==> src/rtl/seg7_pkg.sv <==
// seg7_pkg: shared display constants, digit index type and hex-to-7-segment decoder.
package seg7_pkg;
   localparam int NUM_DIGITS = 4;
   localparam logic [6:0] SEG_BLANK = 7'h7F;
   localparam logic [3:0] ANODE_OFF = 4'hF;
   typedef logic [$clog2(NUM_DIGITS)-1:0] digit_t;
   // Active-low cathodes, bit order {g,f,e,d,c,b,a}
   function automatic logic [6:0] hexdec(input logic [3:0] h);
      case (h)
         4'h0: hexdec = 7'h40;
         4'h1: hexdec = 7'h79;
         4'h2: hexdec = 7'h24;
         4'h3: hexdec = 7'h30;
         4'h4: hexdec = 7'h19;
         4'h5: hexdec = 7'h12;
         4'h6: hexdec = 7'h02;
         4'h7: hexdec = 7'h78;
         4'h8: hexdec = 7'h00;
         4'h9: hexdec = 7'h10;
         4'hA: hexdec = 7'h08;
         4'hB: hexdec = 7'h03;
         4'hC: hexdec = 7'h46;
         4'hD: hexdec = 7'h21;
         4'hE: hexdec = 7'h06;
         default: hexdec = 7'h0E;
      endcase
   endfunction
endpackage

==> src/rtl/tick_sync.sv <==
// tick_sync: synchronises an asynchronous level and emits a one-clock tick per rising edge.
module tick_sync #(
   parameter int SYNC_STAGES = 2
) (
   input  logic clock,
   input  logic reset,
   input  logic async_in,
   output logic tick
);
   logic [SYNC_STAGES-1:0] sync_q;
   logic delay_q;
   always_ff @(posedge clock or negedge reset) begin
      if (!reset) begin
         sync_q  <= '0;
         delay_q <= 1'b0;
      end else begin
         sync_q  <= {sync_q[SYNC_STAGES-2:0], async_in};
         delay_q <= sync_q[SYNC_STAGES-1];
      end
   end
   assign tick = sync_q[SYNC_STAGES-1] & ~delay_q;
endmodule

==> src/rtl/seg7_scanner.sv <==
// seg7_scanner: frame-coherent 4-digit common-anode 7-segment multiplexer driven by a scan tick.
// Optional LEADING_ZERO_BLANK_EN blanks leading zero digits (digit 0 always shown).
module seg7_scanner
   import seg7_pkg::*;
#(
   parameter int SYNC_STAGES = 2
) (
   input  logic        clock,
   input  logic        reset,
   input  logic        scan_clk,
   input  logic [15:0] value,
   input  logic [3:0]  dp_mask,
   input  logic        blank,
   output logic [3:0]  anode,
   output logic [6:0]  segment,
   output logic        dp,
   output logic [1:0]  digit_sel
);
   logic tick, hide;
   digit_t digit_q, digit_d, n;
   logic [15:0] snap_q, snap_d;
   logic [3:0] anode_q, anode_d;
   logic [6:0] seg_q, seg_d;
   logic dp_q, dp_d;
   tick_sync #(.SYNC_STAGES(SYNC_STAGES)) u_tick_sync (
      .clock(clock),
      .reset(reset),
      .async_in(scan_clk),
      .tick(tick)
   );
   always_comb begin
      n = digit_q + 2'd1;
      digit_d = tick ? n : digit_q;
      // New frame: the digit-0 output of this same edge already uses the fresh value
      snap_d = (tick && digit_q == 2'd3) ? value : snap_q;
`ifdef LEADING_ZERO_BLANK_EN
      hide = tick && n != 2'd0 && (snap_d >> {n, 2'b00}) == 16'h0;
`else
      hide = 1'b0;
`endif
      anode_d = (blank || hide) ? ANODE_OFF : tick ? ~(4'b0001 << n) : anode_q;
      seg_d = (blank || hide) ? SEG_BLANK : tick ? hexdec(snap_d[{n, 2'b00} +: 4]) : seg_q;
      dp_d = (blank || hide) ? 1'b1 : tick ? ~dp_mask[n] : dp_q;
   end
   always_ff @(posedge clock or negedge reset) begin
      if (!reset) begin
         digit_q <= 2'd3;
         snap_q  <= 16'h0000;
         anode_q <= ANODE_OFF;
         seg_q   <= SEG_BLANK;
         dp_q    <= 1'b1;
      end else begin
         digit_q <= digit_d;
         snap_q  <= snap_d;
         anode_q <= anode_d;
         seg_q   <= seg_d;
         dp_q    <= dp_d;
      end
   end
   assign anode = anode_q;
   assign segment = seg_q;
   assign dp = dp_q;
   assign digit_sel = digit_q;
endmodule

==> config.mk <==
export PLATFORM = sky130hd
export DESIGN_NAME = seg7_scanner
export DESIGN_NICKNAME = d
export VERILOG_FILES = /design/src/rtl/seg7_pkg.sv /design/src/rtl/tick_sync.sv /design/src/rtl/seg7_scanner.sv
export SDC_FILE = /design/constraint.sdc
export NUM_CORES = 1
export LEC_CHECK = 0
export ABC_CLOCK_PERIOD_IN_PS = 4300
export CORE_ASPECT_RATIO = 1.4
export CORE_MARGIN = 4
export CORE_UTILIZATION = 23
export DETAILED_ROUTE_END_ITERATION = 16
export GPL_TIMING_DRIVEN = 0
export HOLD_SLACK_MARGIN = 0.06
export PLACE_DENSITY_LB_ADDON = 0.15
export REMOVE_ABC_BUFFERS = 1
export SLEW_MARGIN = 20
export SYNTH_ARGS = -nofsm -noshare
export SYNTH_HDL_FRONTEND = slang
export SYNTH_SLANG_ARGS = --single-unit
==> constraint.sdc <==
create_clock -name clock -period 4.3 [get_ports clock]
set_input_delay 1.29 -clock clock [delete_from_list [all_inputs] [get_ports clock]]
set_output_delay 1.29 -clock clock [all_outputs]
set_load 0.01 [all_outputs]
# Yosys cells after proc, flatten, opt, wreduce, memory -nomap -nowiden
# Memories as Yosys holds them, arrays and structs flattened.
# Cells that the tools add are included.
dict set report word_totals {
  n_memories 1
  input_bits 24
  mem_bits_ro 112
  out_inout_bits 14
  reg_bits 33
  word_cells 28
}
dict set report op_classes {
  order_cmp 1
  n_shift 2
  add_sub_neg 1
  n_mux 9
  bitwise 4
  n_reduce_logical 2
  eq_ne 1
}
# name depth word_bits read_ports rd_clocked_by_memory_dff write_ports line
set memory_table {}
lappend memory_table {{(no name shown)} 16 7 1 0 0 seg7_pkg.sv:9} ;# case (h)
# cell n
set op_table {}
lappend op_table {{$mux W16} 1}
lappend op_table {{$shiftx A16 B5 Y4} 1}
lappend op_table {{$mux W7} 2}
lappend op_table {{$mux W4} 2}
lappend op_table {{$not A4 Y4} 1}
lappend op_table {{$shl A1 B2 Y4 const A} 1}
lappend op_table {{$lt A2 B3 Y1 const B} 1}
lappend op_table {{$mux W1} 3}
lappend op_table {{$add A2 B1 Y2 const B} 1}
lappend op_table {{$bmux W1 S2} 1}
lappend op_table {{$eq A2 B2 Y1 const B} 1}
lappend op_table {{$not A1 Y1} 2}
lappend op_table {{$reduce_bool A2 Y1} 1}
lappend op_table {{$and A1 B1 Y1} 1}
lappend op_table {{$logic_and A1 B1 Y1} 1}

# Longest topological paths before layout
# An unclocked memory read counts as a cell.
dict set report depth {
  word_depth 8
  ltp_mapped 15
  depth_no_buf 12
}

# Hierarchy
# From an unflattened synthesis, not the netlist that was laid out.
dict set report unflattened {
  cells_unflattened 147
  area_unflattened_um2 1910.6
}
# mod instances seq_area_each_um2 area_each_um2 cells_each
set modules_own_cells {}
lappend modules_own_cells {seg7_scanner 1 768.2 1821.7 143}
lappend modules_own_cells {tick_sync 1 75.1 88.8 4}

# Worst setup path before layout
# OpenSTA, ideal clock, no wires.
dict set report synth_timing {
  path_type {register to register}
  from {register digit_q[0] (netlist: digit_sel[0])}
  to {register seg_q[3] (netlist: segment[3])}
  path_stages_with_launch 15
  t_required_ps 4203
  arrival_ps 2944
  setup_ps 97
  n_path_buf 3
  period_less_slack_ps 3041
  slack_ps 1259
  path_cell_list {dfstp_2 buf_6 inv_1 ha_1 buf_2 buf_2 mux2_1 nor2_1 nor3_1 nor2_1 inv_1 ha_1 and2_1 o32ai_1 a31oi_1}
}
dict set report synth_between {
  elab_cells_between_ends 8
  cone_classes {add/sub: 1; eq/ne: 1; shift: 1; mux: 3; reduce/logical: 1; memory: 1}
}
# element line
set synth_lines {}
lappend synth_lines {{start: declaration} seg7_scanner.sv:20} ;# digit_t digit_q, digit_d, n;
lappend synth_lines {{start signal: assignment} seg7_scanner.sv:53} ;# digit_q <= digit_d;
lappend synth_lines {{$add A2 B1 Y2} seg7_scanner.sv:32} ;# n = digit_q + 2'd1;
lappend synth_lines {{named net n[0]} seg7_scanner.sv:20}
lappend synth_lines {{$shiftx A16 B5 Y4} seg7_scanner.sv:42} ;# seg_d = (blank || hide) ? SEG_BLANK : tick ? hexdec(snap_d[{n, 2'b00} +: 4]) : seg_q;
lappend synth_lines {{$mem_v2 Z16 W7} -}
lappend synth_lines {{$mux W7 (2 in a row)} seg7_scanner.sv:42}
lappend synth_lines {{end signal: assignment} seg7_scanner.sv:56} ;# seg_q <= seg_d;
lappend synth_lines {{end: declaration} seg7_scanner.sv:23} ;# logic [6:0] seg_q, seg_d;
# The timed path passes the listed nets, and every way through them passes these cells. The select of a mux whose other input is x is not followed.
# A chain may end at the register's enable or synchronous reset.

# Final worst setup path
# Ends and elaborated chain as after synthesis.

==> impl_metrics.csv <==
group,metric,value,unit
outcome,status,"finished clean",
synthesis,yosysSeqAreaShare,0.431,
cts,cts-resized-gates,0,
die,chipWidth,85.9,um
timing,rsz0062_at_grt,"false",
global_routing,grt_pass1_vias,1609,
cts,clock_latency,270,ps
synthesis,muxShareOfSynthArea,0.179,
synthesis,synth.avg_cell_area,9.63,um^2
power,cellLeakagePower,1.15,nW
die,ios,38,
worst_setup_path,crit_arrival,3760,ps
synthesis,netlist_area,1960,um^2
worst_setup_path,crit_fanout,16,
synthesis,synth.distinct_cells,35,
synthesis,synthFlopType,"dfrtp_1",
synthesis,synthSimpleGateAreaFrac,0.191,
cts,htree_levels,2,
synthesis,synth_xor_area_frac,0.00448,
place,io_buffers,37,
cts,cts_root_buf,"clkbuf_16",
routing,firstDrtPassIters,4,
run,drv_cap,0,
routing,ant_nets,0,
cts,clock_path_buffers,2,
routing,detail_route.wirelength,4570,um
die,fp-row-count,39,
timing,max_freq,278,MHz
die,dieArea,10100,um^2
power,ir_drop,0.000218,V
global_routing,grt_max_degree,25,
global_routing,track_usage,0.101,
cts,cts-buffers-inserted,5,
worst_setup_path,endpoint_kind,"flop",
global_routing,overflow,0,
global_routing,antenna_found_initial,0,
timing,fin_worst_skew,6.46,ps
cts,cts_hold_buffers,0,
synthesis,synth_edf_count,0,
cts,numClockSinks,33,
finish,syn_to_final_growth,33.1,%
routing,vias_per_cell,4.37,
die,die_h,117,um
cts,cts_tree,"built",
worst_setup_path,startpoint_type,"flop",
routing,drt_iter0_drc,42,
finish,diodes,0,
die,start_util,0.237,
timing,fin_ws,708,ps
timing,worst_slew_pin_slew,956,ps
routing,dr_total_vias,1495,
die,core_area,8250,um^2
cts,path_clk_slew,50,ps
worst_setup_path,critPathKind,"flop to flop",
synthesis,async_flop_share,1.00,
timing,report.final.setup_viol,0,
timing,slew_violations,0,
timing,hold_viol,0,
timing,layout_min_cycle_time,3590,ps
place,pre_cts_ws,659,ps
place,dpl.hpwl,3490,um
routing,wl_per_cell,13.3,um
finish,drive_above_1_share,0.142,
synthesis,synthAdderAreaFrac,0.0640,
finish,fin_nets,273,
timing,tns,0,ps
synthesis,synth_top_family_by_area,"simple AND/OR/NAND/NOR gates",
synthesis,synth-compound-area-share,0.0838,
synthesis,ys_seq_elements,33,
place,gp_congestion,0.725,
timing,maxSlewHeadroom,0.363,
worst_setup_path,worstPathRequired,4470,ps
global_routing,grt_pass1_wl,7990,um
timing,fin_crit_sh,0.835,
synthesis,ys_warn_count,0,
routing,route.detailed.drc,0,
hold_path,min_path_type,"flop to flop",
cts,postCtsSetupRepairBufs,0,
synthesis,postSynthCellCount,203,
power,pwr_density_cell,774,nW/um^2
layout make-up:
type                    instances  area [um^2]
fillers                       878         5640
flip-flops and latches         33          843
clock inverters                 1         30.0
repair buffers                 39          404
multi-input cells             151         1020
clock buffers                   7          143
well taps                     102          128
inverters                       9         33.8
power breakdown:
part	switching (mW)	total [mW]	internal, mW
sequential	0.0893	0.542	0.453
clock	0.125	0.414	0.289
combinational	0.566	1.06	0.493
placed cells by master, fill, tap and decap left out, drive strengths merged, types with 2 or more instances in the layout:
cell type	n
mux4	4
a22oi	2
clkdlybuf4s50	36
buf	3
nor2	18
a211o	4
mux2i	14
o21ai	2
dfrtp	19
a21oi	2
o41ai	2
clkbuf	7
dfstp	14
nand2b	4
ha	10
nor3	4
inv	9
a31oi	6
mux2	10
nand2	57
worst max-delay path: stages, from the launching register on:
cell and delay, ps:
dfstp_2 780, inv_1 180, ha_1 730, mux2_1 380
nor2_1 90, nor3_1 80, nor2_1 310, inv_1 180
ha_1 270, and2_1 140, o32ai_1 270, a31oi_1 70
through the flow:
step                      utilization  hold WS [ps]  cell area (um^2)  cells  power [mW]
after floorplan                     -           331              1900    193        1.30
after global placement          0.291           340              2400    332        1.62
after detailed placement        0.293           336              2420    333        1.62
after CTS                       0.314           349              2590    341        2.05
after global routing            0.316           361              2600    342        2.22
final                           0.316           346              2600    342        2.02
flip-flops by register name, summed over array words and instances, names as in the netlist:
register             flops
digit_sel                2
snap_q                  16
u_tick_sync.sync_q       2
anode                    4
dp                       1
segment                  7
u_tick_sync.delay_q      1
cell families (layout without fill, tap and decap cells):
| logic type | Yosys count | in the layout |
|---|---|---|
| and+or+nand+nor | 89 | 89 |
| muxes | 28 | 28 |
| buffers and inverters | 19 | 56 |
| DFF | 33 | 33 |
| xor gates and xnor gates | 1 | 1 |
| AOI/OAI and AO/OA | 23 | 23 |
| adders and majority gates | 10 | 10 |
routing by layer:
metal	vias up	track usage	wire length, um
li1	760	-	-
met1	708	0.121	1950
met2	22	0.177	2410
met3	5	0.0203	122
met4	0	0.0444	88
met5	-	0	0
final timing paths:
kind / start / to / slack, ps / depth (start not counted)
worst min register to register: u_tick_sync.sync_q[0]$_DFF_PN0_ / u_tick_sync.sync_q[1]$_DFF_PN0_ / 350 / 0
max in group asynchronous: reset / segment[0]$_DFFE_PN1P_ / 2880 / 2
min in group asynchronous: reset / u_tick_sync.sync_q[0]$_DFF_PN0_ / 920 / 1
worst max register to register: digit_sel[0]$_DFFE_PN1N_ / segment[3]$_DFFE_PN1P_ / 710 / 11
worst max-delay path: digit_sel[0]$_DFFE_PN1N_ / segment[3]$_DFFE_PN1P_ / 710 / 11
worst min-delay path: u_tick_sync.sync_q[0]$_DFF_PN0_ / u_tick_sync.sync_q[1]$_DFF_PN0_ / 350 / 0
synth_stat cells (all sizes together), types with 4 or more instances:
cell type	number	area share
nand2b	4	0.013
nor2	18	0.035
mux2i	14	0.072
dfstp	14	0.19
mux2	10	0.061
a31oi	6	0.019
nor3	4	0.010
ha	10	0.064
mux4	4	0.046
a211o	4	0.018
nand2	57	0.11
buf	8	0.025
inv	9	0.017
dfrtp	19	0.24
No activity file was read; power rests on OpenSTA's default activity.
